$ cat config.mk
export PLATFORM = sky130hd
export DESIGN_NAME = led_mode_ctrl
export DESIGN_NICKNAME = d
export VERILOG_FILES = /design/src/rtl/led_mode_ctrl_pkg.sv /design/src/rtl/led_mode_ctrl_key_debounce.sv /design/src/rtl/led_mode_ctrl.sv
export SDC_FILE = /design/constraint.sdc
export NUM_CORES = 1
export LEC_CHECK = 0
export ABC_AREA = 1
export ABC_CLOCK_PERIOD_IN_PS = 1920
export CAP_MARGIN = 25
export CORE_UTILIZATION = 30
export DETAILED_ROUTE_END_ITERATION = 8
export GPL_TIMING_DRIVEN = 0
export HOLD_SLACK_MARGIN = 0.12
export PLACE_DENSITY_LB_ADDON = 0.25
export SYNTH_ARGS = -nofsm -noshare
export SYNTH_HDL_FRONTEND = slang
export SYNTH_HIERARCHICAL = 1
export SYNTH_SLANG_ARGS = --single-unit
$ cat constraint.sdc
create_clock -name clk -period 1.92 [get_ports clk]
set_clock_uncertainty 0.2 [all_clocks]
set_input_delay 0.384 -clock clk [delete_from_list [all_inputs] [get_ports clk]]
set_output_delay 0.384 -clock clk [all_outputs]
set_load 0.005 [all_outputs]
$ cat src/rtl/led_mode_ctrl_pkg.sv
// Shared definitions for the LED mode controller: FSM encodings, LED width
// and default timing constants for a 600 Hz LED clock.
package led_mode_ctrl_pkg;

  localparam int LED_W             = 8;
  localparam int DEF_NUM_MODES     = 4;
  localparam int DEF_MODE_W        = 2;
  localparam int DEF_DEB_CYCLES    = 12;
  localparam int DEF_LONG_CYCLES   = 600;
  localparam int DEF_BLANK_CYCLES  = 60;

  typedef enum logic [1:0] {
    ST_RUN     = 2'd0,
    ST_BLANK   = 2'd1,
    ST_RESTART = 2'd2
  } led_state_e;

endpackage

$ cat src/rtl/led_mode_ctrl_key_debounce.sv
// Key front end: two-flop synchronizer, level debounce and hold timer that
// turn a bouncy active-low button into short/long press events.
module key_debounce
  import led_mode_ctrl_pkg::*;
#(
  parameter int DEB_CYCLES  = DEF_DEB_CYCLES,
  parameter int LONG_CYCLES = DEF_LONG_CYCLES
) (
  input  logic clk,
  input  logic rst_n,
  input  logic key_n,
  output logic pressed,
  output logic short_ev,
  output logic long_ev
);

  localparam int DEB_W  = $clog2(DEB_CYCLES + 1);
  localparam int HOLD_W = $clog2(LONG_CYCLES + 1);
  localparam logic [DEB_W-1:0]  DEB_LAST  = DEB_W'(DEB_CYCLES - 1);
  localparam logic [HOLD_W-1:0] HOLD_MAX  = HOLD_W'(LONG_CYCLES);
  localparam logic [HOLD_W-1:0] HOLD_LAST = HOLD_W'(LONG_CYCLES - 1);

  logic              sync1_q, sync2_q;
  logic              deb_q, deb_d;
  logic [DEB_W-1:0]  deb_cnt_q, deb_cnt_d;
  logic [HOLD_W-1:0] hold_q, hold_d;
  logic              key_pressed_s;
  logic              flip_s;

  // Next-state for debounce and hold counters plus the press events.
  always_comb begin
    key_pressed_s = ~sync2_q;
    flip_s        = 1'b0;
    deb_d         = deb_q;
    deb_cnt_d     = deb_cnt_q;
    if (key_pressed_s != deb_q) begin
      if (deb_cnt_q == DEB_LAST) begin
        flip_s    = 1'b1;
        deb_d     = ~deb_q;
        deb_cnt_d = '0;
      end else begin
        deb_cnt_d = deb_cnt_q + DEB_W'(1);
      end
    end else begin
      deb_cnt_d = '0;
    end

    if (deb_q) begin
      if (hold_q != HOLD_MAX) begin
        hold_d = hold_q + HOLD_W'(1);
      end else begin
        hold_d = hold_q;
      end
    end else begin
      hold_d = '0;
    end

    // A release flip on the threshold cycle counts as a short press, so the
    // two events can never coincide.
    long_ev  = deb_q && !flip_s && (hold_q == HOLD_LAST);
    short_ev = deb_q && flip_s && (hold_q < HOLD_MAX);
  end

  // Synchronizer and debounce state; the key idles released (high).
  always_ff @(posedge clk or negedge rst_n) begin
    if (!rst_n) begin
      sync1_q   <= 1'b1;
      sync2_q   <= 1'b1;
      deb_q     <= 1'b0;
      deb_cnt_q <= '0;
      hold_q    <= '0;
    end else begin
      sync1_q   <= key_n;
      sync2_q   <= sync1_q;
      deb_q     <= deb_d;
      deb_cnt_q <= deb_cnt_d;
      hold_q    <= hold_d;
    end
  end

  assign pressed = deb_q;

endmodule

$ cat src/rtl/led_mode_ctrl.sv
// LED effect mode controller: steps through effect modes on key presses,
// blanks the LEDs between modes and restarts the drivers on each change.
module led_mode_ctrl
  import led_mode_ctrl_pkg::*;
#(
  parameter int NUM_MODES    = DEF_NUM_MODES,
  parameter int MODE_W       = DEF_MODE_W,
  parameter int DEB_CYCLES   = DEF_DEB_CYCLES,
  parameter int LONG_CYCLES  = DEF_LONG_CYCLES,
  parameter int BLANK_CYCLES = DEF_BLANK_CYCLES
) (
  input  logic                         clk,
  input  logic                         rst_n,
  input  logic                         key_n,
  input  logic [LED_W*NUM_MODES-1:0]   mode_led,
  output logic [MODE_W-1:0]            mode_sel,
  output logic                         drv_rst_n,
  output logic [LED_W-1:0]             led_out
);

  localparam int BLANK_W = $clog2(BLANK_CYCLES + 1);
  localparam logic [BLANK_W-1:0] BLANK_LAST = BLANK_W'(BLANK_CYCLES - 1);

  led_state_e         state_q;
  logic [MODE_W-1:0]  mode_sel_q, mode_next_q;
  logic [BLANK_W-1:0] blank_cnt_q;
  logic [LED_W-1:0]   led_q;
  logic               drv_rst_n_q;
  logic               pressed_s, short_ev_s, long_ev_s;

  function automatic logic [LED_W-1:0] pick_pattern(
    input logic [LED_W*NUM_MODES-1:0] leds,
    input logic [MODE_W-1:0]          sel
  );
    logic [LED_W-1:0] pat;
    pat = '0;
    for (int k = 0; k < NUM_MODES; k++) begin
      if (sel == MODE_W'(k)) begin
        pat = leds[k*LED_W +: LED_W];
      end else begin
        pat = pat;
      end
    end
    return pat;
  endfunction

  function automatic logic [MODE_W-1:0] next_mode(input logic [MODE_W-1:0] cur);
    if (cur >= MODE_W'(NUM_MODES - 1)) begin
      return '0;
    end else begin
      return cur + MODE_W'(1);
    end
  endfunction

  key_debounce #(
    .DEB_CYCLES (DEB_CYCLES),
    .LONG_CYCLES(LONG_CYCLES)
  ) u_key (
    .clk     (clk),
    .rst_n   (rst_n),
    .key_n   (key_n),
    .pressed (pressed_s),
    .short_ev(short_ev_s),
    .long_ev (long_ev_s)
  );

  // Mode FSM with registered LED pattern and driver restart outputs.
  always_ff @(posedge clk or negedge rst_n) begin
    if (!rst_n) begin
      state_q     <= ST_RESTART;
      mode_sel_q  <= '0;
      mode_next_q <= '0;
      blank_cnt_q <= '0;
      led_q       <= '0;
      drv_rst_n_q <= 1'b0;
    end else begin
      case (state_q)
        ST_RUN: begin
          drv_rst_n_q <= 1'b1;
          if (long_ev_s && pressed_s) begin
            mode_next_q <= '0;
            blank_cnt_q <= '0;
            led_q       <= '0;
            state_q     <= ST_BLANK;
          end else if (short_ev_s) begin
            mode_next_q <= next_mode(mode_sel_q);
            blank_cnt_q <= '0;
            led_q       <= '0;
            state_q     <= ST_BLANK;
          end else begin
            led_q       <= pick_pattern(mode_led, mode_sel_q);
          end
        end
        // Key events arriving here are dropped rather than queued.
        ST_BLANK: begin
          led_q <= '0;
          if (blank_cnt_q == BLANK_LAST) begin
            blank_cnt_q <= '0;
            mode_sel_q  <= mode_next_q;
            drv_rst_n_q <= 1'b0;
            state_q     <= ST_RESTART;
          end else begin
            blank_cnt_q <= blank_cnt_q + BLANK_W'(1);
            drv_rst_n_q <= 1'b1;
          end
        end
        ST_RESTART: begin
          led_q       <= '0;
          drv_rst_n_q <= 1'b1;
          state_q     <= ST_RUN;
        end
        default: begin
          led_q       <= '0;
          mode_sel_q  <= '0;
          blank_cnt_q <= '0;
          drv_rst_n_q <= 1'b0;
          state_q     <= ST_RESTART;
        end
      endcase
    end
  end

  assign mode_sel  = mode_sel_q;
  assign drv_rst_n = drv_rst_n_q;
  assign led_out   = led_q;

endmodule

## After elaboration in Yosys (flattened, before gate mapping)

Index checks and enable logic that the tools add are counted.

| storage, ports and cells | value |
|---|---|
| register bits after elaboration | 38 |
| bits of input ports | 35 |
| output and inout bits | 11 |
| word-level logic and storage cells | 77 |

| operators by class | value |
|---|---|
| add/subtract/negate cells | 4 |
| $lt $le $gt $ge | 2 |
| equality and inequality tests | 13 |
| multiplexer cells | 28 |
| bitwise gates (word level) | 4 |
| reductions and logical operators | 15 |

Operators by type and width:

| kind | count |
|---|---|
| $mux 8 | 7 |
| $mux 10 | 2 |
| $mux 6 | 3 |
| $pmux 6 s3 | 1 |
| $mux 2 | 7 |
| $add 10x1->10 const B | 1 |
| $eq 10x10->1 const B | 1 |
| $lt 10x10->1 const B | 1 |
| $ne 10x10->1 const B | 1 |
| $reduce_and 2->1 | 5 |
| $mux 4 | 2 |
| $add 6x1->6 const B | 1 |
| $eq 2x2->1 const B | 3 |
| $eq 6x6->1 const B | 1 |
| $pmux 2 s3 | 1 |
| $logic_and 1x1->1 | 5 |
| $add 4x1->4 const B | 1 |
| $eq 2x1->1 const B | 2 |
| $eq 4x4->1 const B | 1 |
| $logic_not 2->1 | 2 |
| $ne 2x2->1 const B | 2 |
| $not 1->1 | 4 |
| $pmux 2 s2 | 1 |
| $mux 1 | 3 |
| 8 further kinds | 8 |

## Logic depth before layout (Yosys ltp)

| logic depth | value |
|---|---|
| word-level depth | 9 |
| mapped depth | 11 |
| depth with buffers taken out | 11 |

## Modules after synthesis

Netlist, hierarchy kept.

By module, submodules not included:

| module | instances | cells an instance | area each (um^2) | seq. area each (um^2) |
|---|---|---|---|---|
| led_mode_ctrl | 1 | 168 | 1242.4 | 526.8 |
| key_debounce | 1 | 114 | 900.9 | 427.9 |

## Least setup slack after synthesis

No wires, ideal clock.

| timing | value |
|---|---|
| path type | reg-to-reg |
| start | reg u_key.deb_cnt_q[0] |
| end | reg blank_cnt_q[2] |
| setup time | 76 ps |
| arrival time | 1440 ps |
| data required time | 1644 ps |
| slack | 204 ps |
| stages on the path, launching flop included | 10 |
| path buffers | 0 |
| period minus slack after synthesis | 1716 ps |
| cell sequence | dfrtp_1 > ha_1 > nand3_1 > o21ai_0 > nor2_1 > nand2_1 > nand2_1 > a21oi_2 > inv_1 > o21ai_1 |

| on the way | value |
|---|---|
| word-level cells in the longest chain between the ends | 9 |
| elaborated cells between the ends (all ways) | 13 |
| classes of those cells | eq/ne: 2; mux: 4; reduce/logical: 7 |

Ends and longest elaborated chain:

| item | line | text |
|---|---|---|
| start, declared | led_mode_ctrl_key_debounce.sv:25 | `logic [DEB_W-1:0] deb_cnt_q, deb_cnt_d;` |
| start signal, assigned | led_mode_ctrl_key_debounce.sv:76 | `deb_cnt_q <= deb_cnt_d;` |
| $eq 4x4->1 * | led_mode_ctrl_key_debounce.sv:37 | `if (deb_cnt_q == DEB_LAST) begin` |
| $mux 1 * | led_mode_ctrl_key_debounce.sv:37 |  |
| $mux 1 * | led_mode_ctrl_key_debounce.sv:36 | `if (key_pressed_s != deb_q) begin` |
| $logic_not 1->1 * | led_mode_ctrl_key_debounce.sv:60 | `long_ev = deb_q && !flip_s && (hold_q == HOLD_LAST);` |
| $logic_and 1x1->1 * (2 in series) | led_mode_ctrl_key_debounce.sv:60 |  |
| named net long_ev_s | led_mode_ctrl.sv:29 | `logic pressed_s, short_ev_s, long_ev_s;` |
| $logic_and 1x1->1 * | led_mode_ctrl.sv:80 | `if (long_ev_s && pressed_s) begin` |
| $mux 6 or $ne 3x3->1 (tied branches) | n/a |  |
| $pmux 6 s3 or $reduce_and 2->1 (tied branches) | n/a |  |
| end signal, assigned | led_mode_ctrl.sv:103 | `blank_cnt_q <= blank_cnt_q + BLANK_W'(1);` |
| end, declared | led_mode_ctrl.sv:26 | `logic [BLANK_W-1:0] blank_cnt_q;` |

Mark *: on every way through the listed nets, which the timed path passes. The rest lies on a longest branch.
A chain may end at the register's enable or synchronous reset.

## Worst setup path after layout

| timing | value |
|---|---|
| start | reg mode_sel_q[0], in the netlist mode_sel[0] |
| end | out mode_sel[0] |

RTL lines:

| item | line | text |
|---|---|---|
| start, declared | led_mode_ctrl.sv:25 | `logic [MODE_W-1:0] mode_sel_q, mode_next_q;` |
| start signal, assigned | led_mode_ctrl.sv:99 | `mode_sel_q <= mode_next_q;` |
| end, declared | led_mode_ctrl.sv:16 | `output logic [MODE_W-1:0] mode_sel,` |

No word-level cell between the ends.

==> metrics list <==
* Status: complete, no violations
* Number of buffer and inverter stages on the critical path: 1
* Synth Area in XOR/XNOR: around 2.5%
* Number of detailed-routing iterations run before antenna repair: 4
- The worst hold path passes through 0 cells.
* Endpoint arrival time on the critical path: about 1.3 ns
- The critical path goes through clkdlybuf4s50_1.
* Highest ir drop seen on vdd: a little under 0.0004 V
* Setup tns final: 0 ns
- Count of flip-flops with a built-in enable after synthesis: 0
- Net switching is 19.4% of the power.
- Setup violations remaining at the end of the flow were counted as 0.
- Iteration-0 DRC count of the detailed router: 91
- Internal power contribution: roughly 1500 µW
- Clock latency at the later pin of the worst-skew pair: about 0.29 ns
- Smallest setup slack after layout: 0.0714 ns
- Total of warnings raised by yosys: 6
* Tot GR Track Use: 13.4%
- Leading cell types in the layout, fill and taps excluded: nand2_1, clkdlybuf4s50_1, nor2_1
- The setup check on the worst reg-to-reg path leaves a slack of roughly 0.10 ns.
- The worst register-to-register path has a depth of 8.
* Switching power summed over all nets: about 350 µW
- Number of H-tree levels: 2
- Entering global routing, the biggest net connects 39 pins.
* Number of antenna violations at the first check in global routing: 0
* Critical-path top delay cell: clkdlybuf4s50_1
- Pin placement for this block handled 46 I/O pins.
* Measured slew at the worst slew-check pin: 0.830 ns
- Synth Area in Adders: 4.67%
* Crit path kind: reg -> out
- Clock transition at the registers of the reported paths: ~0.080 ns
- Fraction of layout instances using a drive strength above 1: about 15%
- Critical path endpoint category: primary output
- Clock root buffer master: clkbuf_8
- Simple-gate share of the synthesized area: 30.5%
- For this configuration, the core starts out at a cell density of approximately a third.
- The netlist uses 29 different library cells.
* Average wire length per cell after detail routing: between 10 and 15 µm
- Ys async rst share: 100%
- The worst hold path terminates at u_key/sync2_q.
* Routed vias/inst: 4.34
- Startpoint of the worst hold path: u_key/sync1_q
* Synthesized instance count: approximately 280
- Cells taking the most area after synthesis: dfrtp_1, nand2_1, nor2_1, inv_1, ha_1
- Flip-flop and latch count after synthesis: 38
* Cell Rows: 30
- The synthesized netlist occupies a cell area of roughly 2100 µm².
* Chip width: approximately 87 µm
- NumNets Final: ~380
- Data on the critical path is required at its endpoint by around 1.3 ns.
- Post-synthesis average cell area: roughly 7.6 µm²
- For the finished layout, the period the worst path requires is 1.85 ns.
- Static leakage power: ~0.0014 µW
- TritonCTS clock tree: done
- The synthesized design spends more area on one cell type than any other, namely dfrtp_1.
* Seq pwr share: 45.5%
- OpenSTA, run right after detailed placement, puts the worst setup slack at -0.132 ns.
- Post-detail-place hpwl: roughly 3400 µm
- Share of the synthesized area in compound gates (AO/OA/AOI/OAI): 9.57%
- In this run, the clock network consumes approximately 46% of the power.
- Summed over all layers, the routed wires come to approximately 4700 µm.
* Vias: 1900
* Slowest cell delay on critical path: about 0.53 ns
* Final hold vios: 0
- Die height: 86.5 µm
- Area growth, synth to finish: 39.1%
- The tool flagged a number of max-cap violations equal to 0.
* Reg-to-Reg Start: u_key/sync2_q
* Multiplexer area fraction after synthesis: 0%
* Leading register cell type out of synthesis: dfrtp_1
- For this run, the top clock speed supported by timing is 541 MHz.
* Sequential cell area fraction in the yosys report: around 45%
- Final-report max-slew violation count: 0
- Logic pwr share: 8.2%
- Critical path peak fanout: 5
- Measured against its own limit, the worst slew margin works out to between 40% and 50%.
- Worst r2r dst: blank_cnt_q[2]
- Total congestion overflow: 0
- CTS sink cnt: 38
- After detailed routing, the number of remaining DRC violations is 0.
- Area share of the largest cell type after synthesis: 40.9%
- Core region area: between 6000 and 7000 µm²
* Buffers added on ports: 45
- Among cell families on the critical path, the largest total delay comes from buffers and inverters.
- Syn_nets: between 300 and 400
- Antenna Diode Count: 0
* Num CTS Buffers: 5
- Of the available clock period, the critical path in the final layout requires a little over nine tenths.
- The first global-routing pass estimated ~7800 µm of wire.
- The library cell used most frequently in the layout, excluding fill and tap cells, is nand2_1.
- Maximum count of clock buffers along a single path: 2
- By area, the combinational part of the netlist is dominated by simple AND/OR/NAND/NOR gates.
* Critical Path Start Type: flop
* Power Dens Cells: between 600 and 700 nW/µm²
- The min-delay analysis places its worst path in the category reg -> reg.
- At the end of routability-driven placement, the weighted congestion stood at approximately 0.8.
- The die covers approximately 7500 µm².
- The via count of the first global-routing pass was approximately 1800.
* Antenna violation net count after detailed routing: 0
[power groups by stage]
stage	registers (µW)	logic, µW	clock network (µW)
6_report	828	148	844
5_1_grt	829	168	898
4_1_cts	825	143	866
3_5_place_dp	840	140	0
3_3_place_gp	840	141	0
2_1_floorplan	840	31.4	0
[routing by layer]
layer	part of all wire (%)	wire length, µm	vias to the layer above	GRT usage, %
met5	0	0	-	0
met4	2.2	106	0	5.91
met3	5.1	244	7	3.81
met2	48	2260	45	23.1
met1	45	2140	845	15.5
li1	-	-	1003	-
[state kept, by name (all words and copies together), names as in the netlist, 2 cells and up]
| name | flops |
|---|---|
| led_out | 8 |
| u_key/hold_q | 10 |
| state_q | 2 |
| u_key/deb_cnt_q | 4 |
| blank_cnt_q | 6 |
| mode_sel | 2 |
| mode_next_q | 2 |
[cell usage after synthesis (2+ instances only)]
cell type,n
a21oi_1,11
buf_2,3
buf_4,2
dfrtp_1,35
dfstp_2,3
ha_1,8
inv_1,34
inv_2,3
nand2_1,75
nand2_2,2
nand3_1,13
nand3_2,2
nand4_1,8
nor2_1,38
nor2_4,2
nor3_1,3
o21ai_0,17
o21ai_1,8
xor2_1,5
[kinds of logic (layout without fill, tap and decap cells)]
group / count (synthesis) / after routing
adder cells (fa/ha/maj): 8 / 8
flip-flops: 38 / 38
AND/OR/NAND/NOR: 147 / 147
AO/OA/AOI/OAI: 39 / 39
buffers and inverters: 44 / 104
XOR/XNOR: 6 / 6
[what timing repair did]
item,4_1_cts,5_1_grt
cloned,0,0
gates resized for setup,4,15
hold endpoints to repair,35,0
setup buffers,2,4
pin swaps,0,4
endpoints found under the setup margin,8,17
hold buffers,1,0
[metrics by stage]
step	hold WS, ns	power, µW	cell area (µm²)	instances	util, %
2_1_floorplan	-0.112	872	2140	282	-
3_3_place_gp	0.149	981	2710	423	39.7
3_5_place_dp	0.150	981	2710	423	39.7
4_1_cts	0.161	1830	2890	434	42.3
5_1_grt	0.163	1900	2980	438	43.6
6_report	0.159	1820	2980	438	43.6
[area by class of cell]
type                            count  area, µm²
Multi-Input combinational cell    200       1080
Sequential cell                    38        956
Fill cell                         711       3850
Buffer                              5       30.0
Tap cell                           96        120
Clock buffer                        6       82.6
Timing Repair Buffer               52        500
Clock inverter                      2       60.1
Inverter                           39        148
[worst max-delay path by stage]
stage,startpoint,end,slack (ns),cells past startpoint
after global placement,rst_n,led_out[4],-0.70,1
after floorplan,u_key/deb_cnt_q[0],blank_cnt_q[2],0.20,9
after detailed placement,u_key/deb_cnt_q[0],blank_cnt_q[2],-0.13,9
after CTS,u_key/sync2_q,blank_cnt_q[2],0.02,9
after global routing,u_key/hold_q[7],blank_cnt_q[2],-0.02,11
final,mode_sel[0],mode_sel[0],0.07,1
Note: power is estimated with default switching activity, not from simulation.
